==> src/rtl/query_dispatcher.sv <==
// Query dispatcher: steers each query (info beat plus N block beats) to one idle
// Smith-Waterman engine chosen round-robin, and tracks engine busy state.
module query_dispatcher #(
   parameter int NUM_ENGINES = 4,
   parameter int ENG_IDX_W   = 2,
   parameter int NUM_PES     = 64
) (
   input  logic                     clk,
   input  logic                     rst_n,
   input  logic [24:0]              ref_length_in,
   input  logic [24:0]              ref_addr_in,
   input  logic [15:0]              num_query_blocks_in,
   input  logic [15:0]              query_id_in,
   input  logic [31:0]              cell_score_threshold_in,
   input  logic                     query_info_valid_in,
   output logic                     query_info_rdy_out,
   input  logic [NUM_PES*2-1:0]     query_seq_block_in,
   input  logic                     query_seq_block_valid_in,
   output logic                     query_seq_block_rdy_out,
   output logic [24:0]              eng_ref_length_out,
   output logic [24:0]              eng_ref_addr_out,
   output logic [15:0]              eng_num_query_blocks_out,
   output logic [15:0]              eng_query_id_out,
   output logic [31:0]              eng_cell_score_threshold_out,
   output logic [NUM_PES*2-1:0]     eng_query_seq_block_out,
   output logic [NUM_ENGINES-1:0]   eng_query_info_valid_out,
   input  logic [NUM_ENGINES-1:0]   eng_query_info_rdy_in,
   output logic [NUM_ENGINES-1:0]   eng_query_seq_block_valid_out,
   input  logic [NUM_ENGINES-1:0]   eng_query_seq_block_rdy_in,
   input  logic [NUM_ENGINES-1:0]   eng_done_in,
   output logic [NUM_ENGINES-1:0]   eng_busy_out,
   output logic [ENG_IDX_W-1:0]     sel_engine_out,
   output logic [31:0]              dispatch_cnt_out
);

   typedef enum logic [1:0] {
      ST_IDLE   = 2'd0,
      ST_INFO   = 2'd1,
      ST_BLOCKS = 2'd2
   } state_t;

   state_t                 state_q, state_d;
   logic [ENG_IDX_W-1:0]   sel_q, sel_d;
   logic [ENG_IDX_W-1:0]   rr_ptr_q, rr_ptr_d;
   logic [15:0]            num_blocks_q, num_blocks_d;
   logic [15:0]            block_cnt_q, block_cnt_d;
   logic [NUM_ENGINES-1:0] busy_q, busy_d;
   logic [31:0]            dispatch_cnt_q, dispatch_cnt_d;

   logic [NUM_ENGINES-1:0] sel_onehot_s;
   logic [ENG_IDX_W:0]     cand_s;
   logic [ENG_IDX_W-1:0]   free_idx_s;
   logic                   all_busy_s;
   logic                   info_xfer_s;
   logic                   blk_xfer_s;

   assign eng_ref_length_out           = ref_length_in;
   assign eng_ref_addr_out             = ref_addr_in;
   assign eng_num_query_blocks_out     = num_query_blocks_in;
   assign eng_query_id_out             = query_id_in;
   assign eng_cell_score_threshold_out = cell_score_threshold_in;
   assign eng_query_seq_block_out      = query_seq_block_in;

   assign eng_busy_out     = busy_q;
   assign sel_engine_out   = sel_q;
   assign dispatch_cnt_out = dispatch_cnt_q;

   assign sel_onehot_s = NUM_ENGINES'(1) << sel_q;
   assign all_busy_s   = &busy_q;
   assign info_xfer_s  = query_info_valid_in && query_info_rdy_out;
   assign blk_xfer_s   = query_seq_block_valid_in && query_seq_block_rdy_out;

   // First idle engine at or after rr_ptr; walking offsets downward lets the smallest offset win.
   always_comb begin
      free_idx_s = '0;
      cand_s     = '0;
      for (int k = NUM_ENGINES - 1; k >= 0; k--) begin
         cand_s = {1'b0, rr_ptr_q} + (ENG_IDX_W+1)'(k);
         if (cand_s >= (ENG_IDX_W+1)'(NUM_ENGINES)) begin
            cand_s = cand_s - (ENG_IDX_W+1)'(NUM_ENGINES);
         end else begin
            cand_s = cand_s;
         end
         if (!busy_q[cand_s[ENG_IDX_W-1:0]]) begin
            free_idx_s = cand_s[ENG_IDX_W-1:0];
         end else begin
            free_idx_s = free_idx_s;
         end
      end
   end

   // Handshake routing: only the selected engine sees valid, upstream rdy comes from it alone.
   always_comb begin
      eng_query_info_valid_out      = '0;
      eng_query_seq_block_valid_out = '0;
      query_info_rdy_out            = 1'b0;
      query_seq_block_rdy_out       = 1'b0;
      case (state_q)
         ST_INFO: begin
            eng_query_info_valid_out = query_info_valid_in ? sel_onehot_s : '0;
            query_info_rdy_out       = eng_query_info_rdy_in[sel_q];
         end
         ST_BLOCKS: begin
            eng_query_seq_block_valid_out = query_seq_block_valid_in ? sel_onehot_s : '0;
            query_seq_block_rdy_out       = eng_query_seq_block_rdy_in[sel_q];
         end
         default: begin
            query_info_rdy_out      = 1'b0;
            query_seq_block_rdy_out = 1'b0;
         end
      endcase
   end

   // Next-state logic; a busy set on info transfer overrides a same-cycle done pulse.
   always_comb begin
      state_d        = state_q;
      sel_d          = sel_q;
      rr_ptr_d       = rr_ptr_q;
      num_blocks_d   = num_blocks_q;
      block_cnt_d    = block_cnt_q;
      dispatch_cnt_d = dispatch_cnt_q;
      busy_d         = busy_q & ~eng_done_in;
      case (state_q)
         ST_IDLE: begin
            if (query_info_valid_in && !all_busy_s) begin
               sel_d        = free_idx_s;
               num_blocks_d = num_query_blocks_in;
               state_d      = ST_INFO;
            end else begin
               state_d = ST_IDLE;
            end
         end
         ST_INFO: begin
            if (info_xfer_s) begin
               busy_d         = busy_d | sel_onehot_s;
               dispatch_cnt_d = dispatch_cnt_q + 32'd1;
               block_cnt_d    = 16'd0;
               if (sel_q == ENG_IDX_W'(NUM_ENGINES - 1)) begin
                  rr_ptr_d = '0;
               end else begin
                  rr_ptr_d = sel_q + ENG_IDX_W'(1);
               end
               if (num_blocks_q != 16'd0) begin
                  state_d = ST_BLOCKS;
               end else begin
                  state_d = ST_IDLE;
               end
            end else begin
               state_d = ST_INFO;
            end
         end
         ST_BLOCKS: begin
            if (blk_xfer_s) begin
               block_cnt_d = block_cnt_q + 16'd1;
               if (block_cnt_q == num_blocks_q - 16'd1) begin
                  state_d = ST_IDLE;
               end else begin
                  state_d = ST_BLOCKS;
               end
            end else begin
               state_d = ST_BLOCKS;
            end
         end
         default: begin
            state_d = ST_IDLE;
         end
      endcase
   end

   // State registers.
   always_ff @(posedge clk or negedge rst_n) begin
      if (!rst_n) begin
         state_q        <= ST_IDLE;
         sel_q          <= '0;
         rr_ptr_q       <= '0;
         num_blocks_q   <= 16'd0;
         block_cnt_q    <= 16'd0;
         busy_q         <= '0;
         dispatch_cnt_q <= 32'd0;
      end else begin
         state_q        <= state_d;
         sel_q          <= sel_d;
         rr_ptr_q       <= rr_ptr_d;
         num_blocks_q   <= num_blocks_d;
         block_cnt_q    <= block_cnt_d;
         busy_q         <= busy_d;
         dispatch_cnt_q <= dispatch_cnt_d;
      end
   end

endmodule
==> config.mk <==
export PLATFORM = sky130hd
export DESIGN_NAME = query_dispatcher
export DESIGN_NICKNAME = d
export VERILOG_FILES = /design/src/rtl/query_dispatcher.sv
export SDC_FILE = /design/constraint.sdc
export NUM_CORES = 1
export LEC_CHECK = 0
export ABC_AREA = 1
export CORE_AREA = 5 5 209 211
export DETAILED_ROUTE_END_ITERATION = 12
export DIE_AREA = 0 0 214 216
export GPL_TIMING_DRIVEN = 1
export PLACE_DENSITY_LB_ADDON = 0.25
export SYNTH_ARGS = -nofsm -noshare
export SYNTH_HDL_FRONTEND = slang
export SYNTH_SLANG_ARGS = --single-unit
==> constraint.sdc <==
create_clock -name clk -period 2.7 [get_ports clk]
set_clock_uncertainty 0.1 [all_clocks]
set_input_delay 0.27 -clock clk [delete_from_list [all_inputs] [get_ports clk]]
set_output_delay 0.27 -clock clk [all_outputs]
set_load 0.02 [all_outputs]
* Word-level counts from Yosys, hierarchy flattened *
Index checks and enable logic that the tools add are counted.
W data, S select, Z words.

cells by class
  add/sub/neg operators = 11
  multipliers = 0
  divide/modulo/power cells = 0
  magnitude comparators = 9
  eq/ne operators = 6
  shift-type cells = 1
  multiplexer cells = 38
  bitwise gates (word level) = 3
  reduce and logical (&&, ||, !) cells = 11

operators by type and width
  operator                 number
  $add A32 B1 Y32 const B  1
  $mux W16                 2
  $pmux W16 S2             1
  $mux W2                  13
  $mux W4                  6
  $add A16 B1 Y16 const B  1
  $eq A16 B16 Y1           1
  $reduce_bool A16 Y1      1
  $sub A16 B1 Y16 const B  1
  $lt A2 B3 Y1 const B     5
  $bmux W1 S2              6
  $ge A3 B3 Y1 const B     3
  $mux W1                  9
  $sub A2 B1 Y2 const B    4
  $add A2 B2 Y3 const B    2
  $pmux W2 S3              1
  $and A4 B4 Y4            1
  $eq A2 B2 Y1 const B     2
  $ne A2 B2 Y1 const B     2
  $not A4 Y4               1
  $or A4 B4 Y4             1
  $reduce_and A2 Y1        2
  $reduce_and A4 Y1        1
  $shl A1 B2 Y4 const A    1
  other kinds (9)          11

storage, ports and cells
  register bits = 74
  latch bits = 0
  memory bits (writable) = 0
  bits in read-only memories = 0
  bits of input ports = 258
  memories = 0

* Depth between registers and ports, before layout *
  depth after elaboration = 9
  mapped depth = 13
  mapped depth without buffers = 13

* Worst setup path after synthesis *
No wires, ideal clock.

  path type = flip-flop to flip-flop
  from = register sel_q[1], in the netlist sel_engine_out[1]
  to = register block_cnt_q[15]
  setup time = 0.092 ns
  arrival time = 1.729 ns
  data required time = 2.508 ns
  slack = 0.779 ns
  stages on the path, launching flop included = 10
  buffers on the path = 1
  clock period less this slack = 1.921 ns
  cells stage by stage = dfrtp_1 inv_1 nand3_1 nand2_1 nor2_2 nand2_1 nand2_1 nand2_2 buf_2 o31ai_2

on the way
  word-level cells in the longest chain between the ends = 6
  elaborated cells on any way between the ends = 11

RTL lines
  item                               line  text
  start: declaration                 43    logic [ENG_IDX_W-1:0] sel_q, sel_d;
  start signal: assignment           182   sel_q <= sel_d;
  $bmux W1 S2                        105   query_seq_block_rdy_out = eng_query_seq_block_rdy_in[sel_q];
  $mux W1 (implied by the code)      105
  $mux W1                            98    case (state_q)
  named net query_seq_block_rdy_out  19    output logic query_seq_block_rdy_out,
  $logic_and A1 B1 Y1                71    assign blk_xfer_s = query_seq_block_valid_in && query_seq_block_rdy_out;
  $ne A2 B2 Y1 (no line)             -
  $reduce_and A3 Y1 (no line)        -
  end signal: assignment             185   block_cnt_q <= block_cnt_d;
  end: declaration                   46    logic [15:0] block_cnt_q, block_cnt_d;

The timed path passes the listed nets, and every way through them passes these cells. The select of a mux whose other input is x is not followed.
A chain may end at the register's enable or synchronous reset.

* Worst setup path after layout *
  from = register sel_q[0], in the netlist sel_engine_out[0]
  to = output query_info_rdy_out

on the way
  word-level cells in the longest chain between the ends = 3

RTL lines
  item                           line  text
  $bmux W1 S2                    101   query_info_rdy_out = eng_query_info_rdy_in[sel_q];
  $mux W1 (implied by the code)  101
  $mux W1                        98
  end: declaration               16    output logic query_info_rdy_out,

No other way between the ends. The select of a mux whose other input is x is not followed.

==> run metrics <==
outcome finished, final reports clean; gr ovfl total 0; Slew @ Worst Pin 600 ps; fin crit share 94.9%; setup tns final 0 ps; maximum capacitance violations 0; area delta synth->final 2.41%; count of final setup violators 0; total clock sinks 74; Final Non-Filler Cells 1288; leakage 2.80 nW; Residual DRC 0; max-slew violation count 0; Cell Area, Synth 6480 um^2; Mapped Cells 880; critical path launch point sel_engine_out[0]$_DFFE_PN0P_; chip width 214 um; crit path DAT 2190 ps; Req. time, crit path 2330 ps; post-synthesis cell type count 38; vias in the first global route 4956; Period minus WS final 2560 ps; critical path type flip-flop to output pin; die height 216 um; routability congestion estimate 0.807; Clk Latency, worst-skew pair 360 ps; Placed Cells 1271; Starting Density 15.6%; top cells by area, synth dfrtp_1 (29%), buf_4 (28%), nand2_1 (12%), xor2_1 (4.9%), nor2_1 (4.1%); worst relative slew slack 60.0%; clock root buffer clkbuf_16; DR vias 4743; dpl hpwl 21300 um; r2r startpoint num_blocks_q[0]$_DFFE_PN0P_; IO buf count 95; Ys Warns 0; gr usage total 10.7%; CP Launch Type flip-flop; Hold Path Class primary input to asynchronous set/reset pin; FP Rows 75; initial antenna violation count 0; final hold vios 0; Fillers 4738; core footprint 41600 um^2; CP Capture Type output pin; DRT iter0 DRCs 233; CTS max path bufs 2; post-synth top area share 28.6%; Comb pwr share 46.1%; VDD IR-drop max 0.000314 V; die area 46200 um^2; worst-path fanout max 8; RSZ-0062 raised after global routing no; leading area contributor after synthesis dfrtp_1; clock slew at reported path FFs 70 ps; first-pass GRT wire length 36400 um; fraction of layout cells with a size suffix above 1 7.74%; largest net degree at the start of global routing 40; TritonCTS Buffers 9; syn nets 1145; first-pass iteration count of the detailed router 4; # nets final 1009; Post-DRT Antenna Nets 0; Psw 2.44 mW; H-tree Lvls 3; CTS tree done; clock power share 22.3%; Post-Route WL 25300 um; wire length per cell 19.6 um; I/O pin count 548; Post-CTS Resized 0; cell-internal power 2.97 mW; sequential fraction of design power 31.6%; power density cells 815 nW/um^2; syn_area_per_cell 7.37 um^2; Antenna diodes 0; vias per inst 3.68; Yosys reg bits 74; switch share 45.0%; fmax 0.390 GHz; part of the Yosys area used for sequential elements 28.6%
-- cells by family after synthesis --
group / synth area share, %
simple gates: 26.3
buf+inv: 32.6
fa+ha+maj: 1.35
compound gates: 4.26
xor+xnor: 6.89
flops: 28.6
-- metal layers --
metal | GRT usage, % | part of all wire (%) | routed length (um) | vias to the layer above
met5 | 0.833 | 0.24 | 60 | -
met4 | 4.51 | 3.2 | 813 | 2
met3 | 7.05 | 14 | 3530 | 68
met2 | 18.7 | 50 | 12700 | 289
met1 | 9.77 | 32 | 8200 | 2125
li1 | - | - | - | 2259
-- cells in the mapped netlist --
cell,n
clkinv_1,1
o21ai_1,2
or3b_1,1
dfrtp_1,74
o22ai_1,4
nand3_1,34
nor3b_1,1
o21ai_0,30
xor2_1,36
o31ai_2,1
nor2_4,1
o31ai_1,4
o21bai_1,1
nand2_2,4
xnor2_1,15
nor3_2,2
buf_2,2
nor2_2,5
nor2_8,1
nand2_4,1
nor4_1,5
and3_1,1
a21oi_1,7
ha_1,7
nand2_1,199
nor2_1,71
nand4_1,15
clkbuf_1,10
nor3_4,2
inv_2,6
buf_4,242
nand3b_1,10
inv_1,60
nand3_4,1
nand3_2,2
a31oi_1,1
or2_2,4
nor3_1,17
-- sequential cells by signal (all words and copies together), names as in the netlist --
name,count
dispatch_cnt_out,32
block_cnt_q,16
num_blocks_q,16
eng_busy_out,4
rr_ptr_q,2
sel_engine_out,2
state_q,2
-- area by class of cell --
class / count / area, um^2 / area share, %
multi-input combinational: 485 / 2520 / 37.9
clock buffer: 10 / 239 / 3.60
tap: 539 / 674 / 10.2
sequential: 74 / 1850 / 27.9
inverter: 67 / 251 / 3.79
timing repair buffer: 107 / 1070 / 16.1
clock inverter: 6 / 41.3 / 0.622
-- power by group through the flow --
| stage | registers [mW] | logic [mW] | clock network [mW] |
|---|---|---|---|
| floorplan | 1.77 | 1.97 | 0 |
| CTS | 1.72 | 2.58 | 1.26 |
| global placement | 1.75 | 2.57 | 0 |
| detailed placement | 1.74 | 2.57 | 0 |
| global route | 1.78 | 2.86 | 1.29 |
| finish | 1.71 | 2.50 | 1.21 |
-- cell usage in the layout, fill, tap and decap left out, types with 15 or more instances in the layout --
cell type	netlist	final
xor2_1	36	36
xnor2_1	15	15
nand3_1	34	34
nand2_1	199	199
nor3_1	17	17
nand4_1	15	15
inv_1	60	60
o21ai_0	30	30
dfrtp_1	74	74
nor2_1	71	71
clkdlybuf4s50_1	0	94
-- worst max-delay path, cell delays in order, from the launching register on --
cell,delay [ps]
dfrtp_1,440
inv_2,150
nand2_1,80
nand3_2,100
nand2_2,100
nor2_1,270
clkdlybuf4s50_1,690
-- final timing paths --
path                       cells past startpoint                                to  slack, ps
max                                            6                query_info_rdy_out        140
min                                            2  dispatch_cnt_out[14]$_DFFE_PN0P_        360
max reg2reg                                    8              state_q[1]$_DFF_PN0_        560
min reg2reg                                    2      num_blocks_q[15]$_DFFE_PN0P_        420
max in group asynchronous                      3      num_blocks_q[11]$_DFFE_PN0P_       1480
min in group clk                               2         eng_busy_out[0]$_DFF_PN0_        370
-- per-stage QoR --
stage | total power [mW] | hold WS (ps) | instance area [um^2] | worst slack (ps) | utilization, %
after floorplan | 3.74 | -126 | 6480 | 779 | -
final | 5.41 | 359 | 6640 | 139 | 16.0
after global placement | 4.32 | 229 | 6350 | 264 | 15.3
after detailed placement | 4.31 | 224 | 6350 | 307 | 15.3
after CTS | 5.56 | 355 | 6640 | 55.0 | 16.0
after global routing | 5.93 | 375 | 6640 | 23.2 | 16.0
-- what timing repair did --
| action | in CTS | in global routing |
|---|---|---|
| setup buffers | 0 | 0 |
| endpoints found under the hold margin | 38 | 0 |
| hold buffers | 1 | 0 |
| setup endpoints to repair | 0 | 0 |
(Power assumes the default switching activity.)
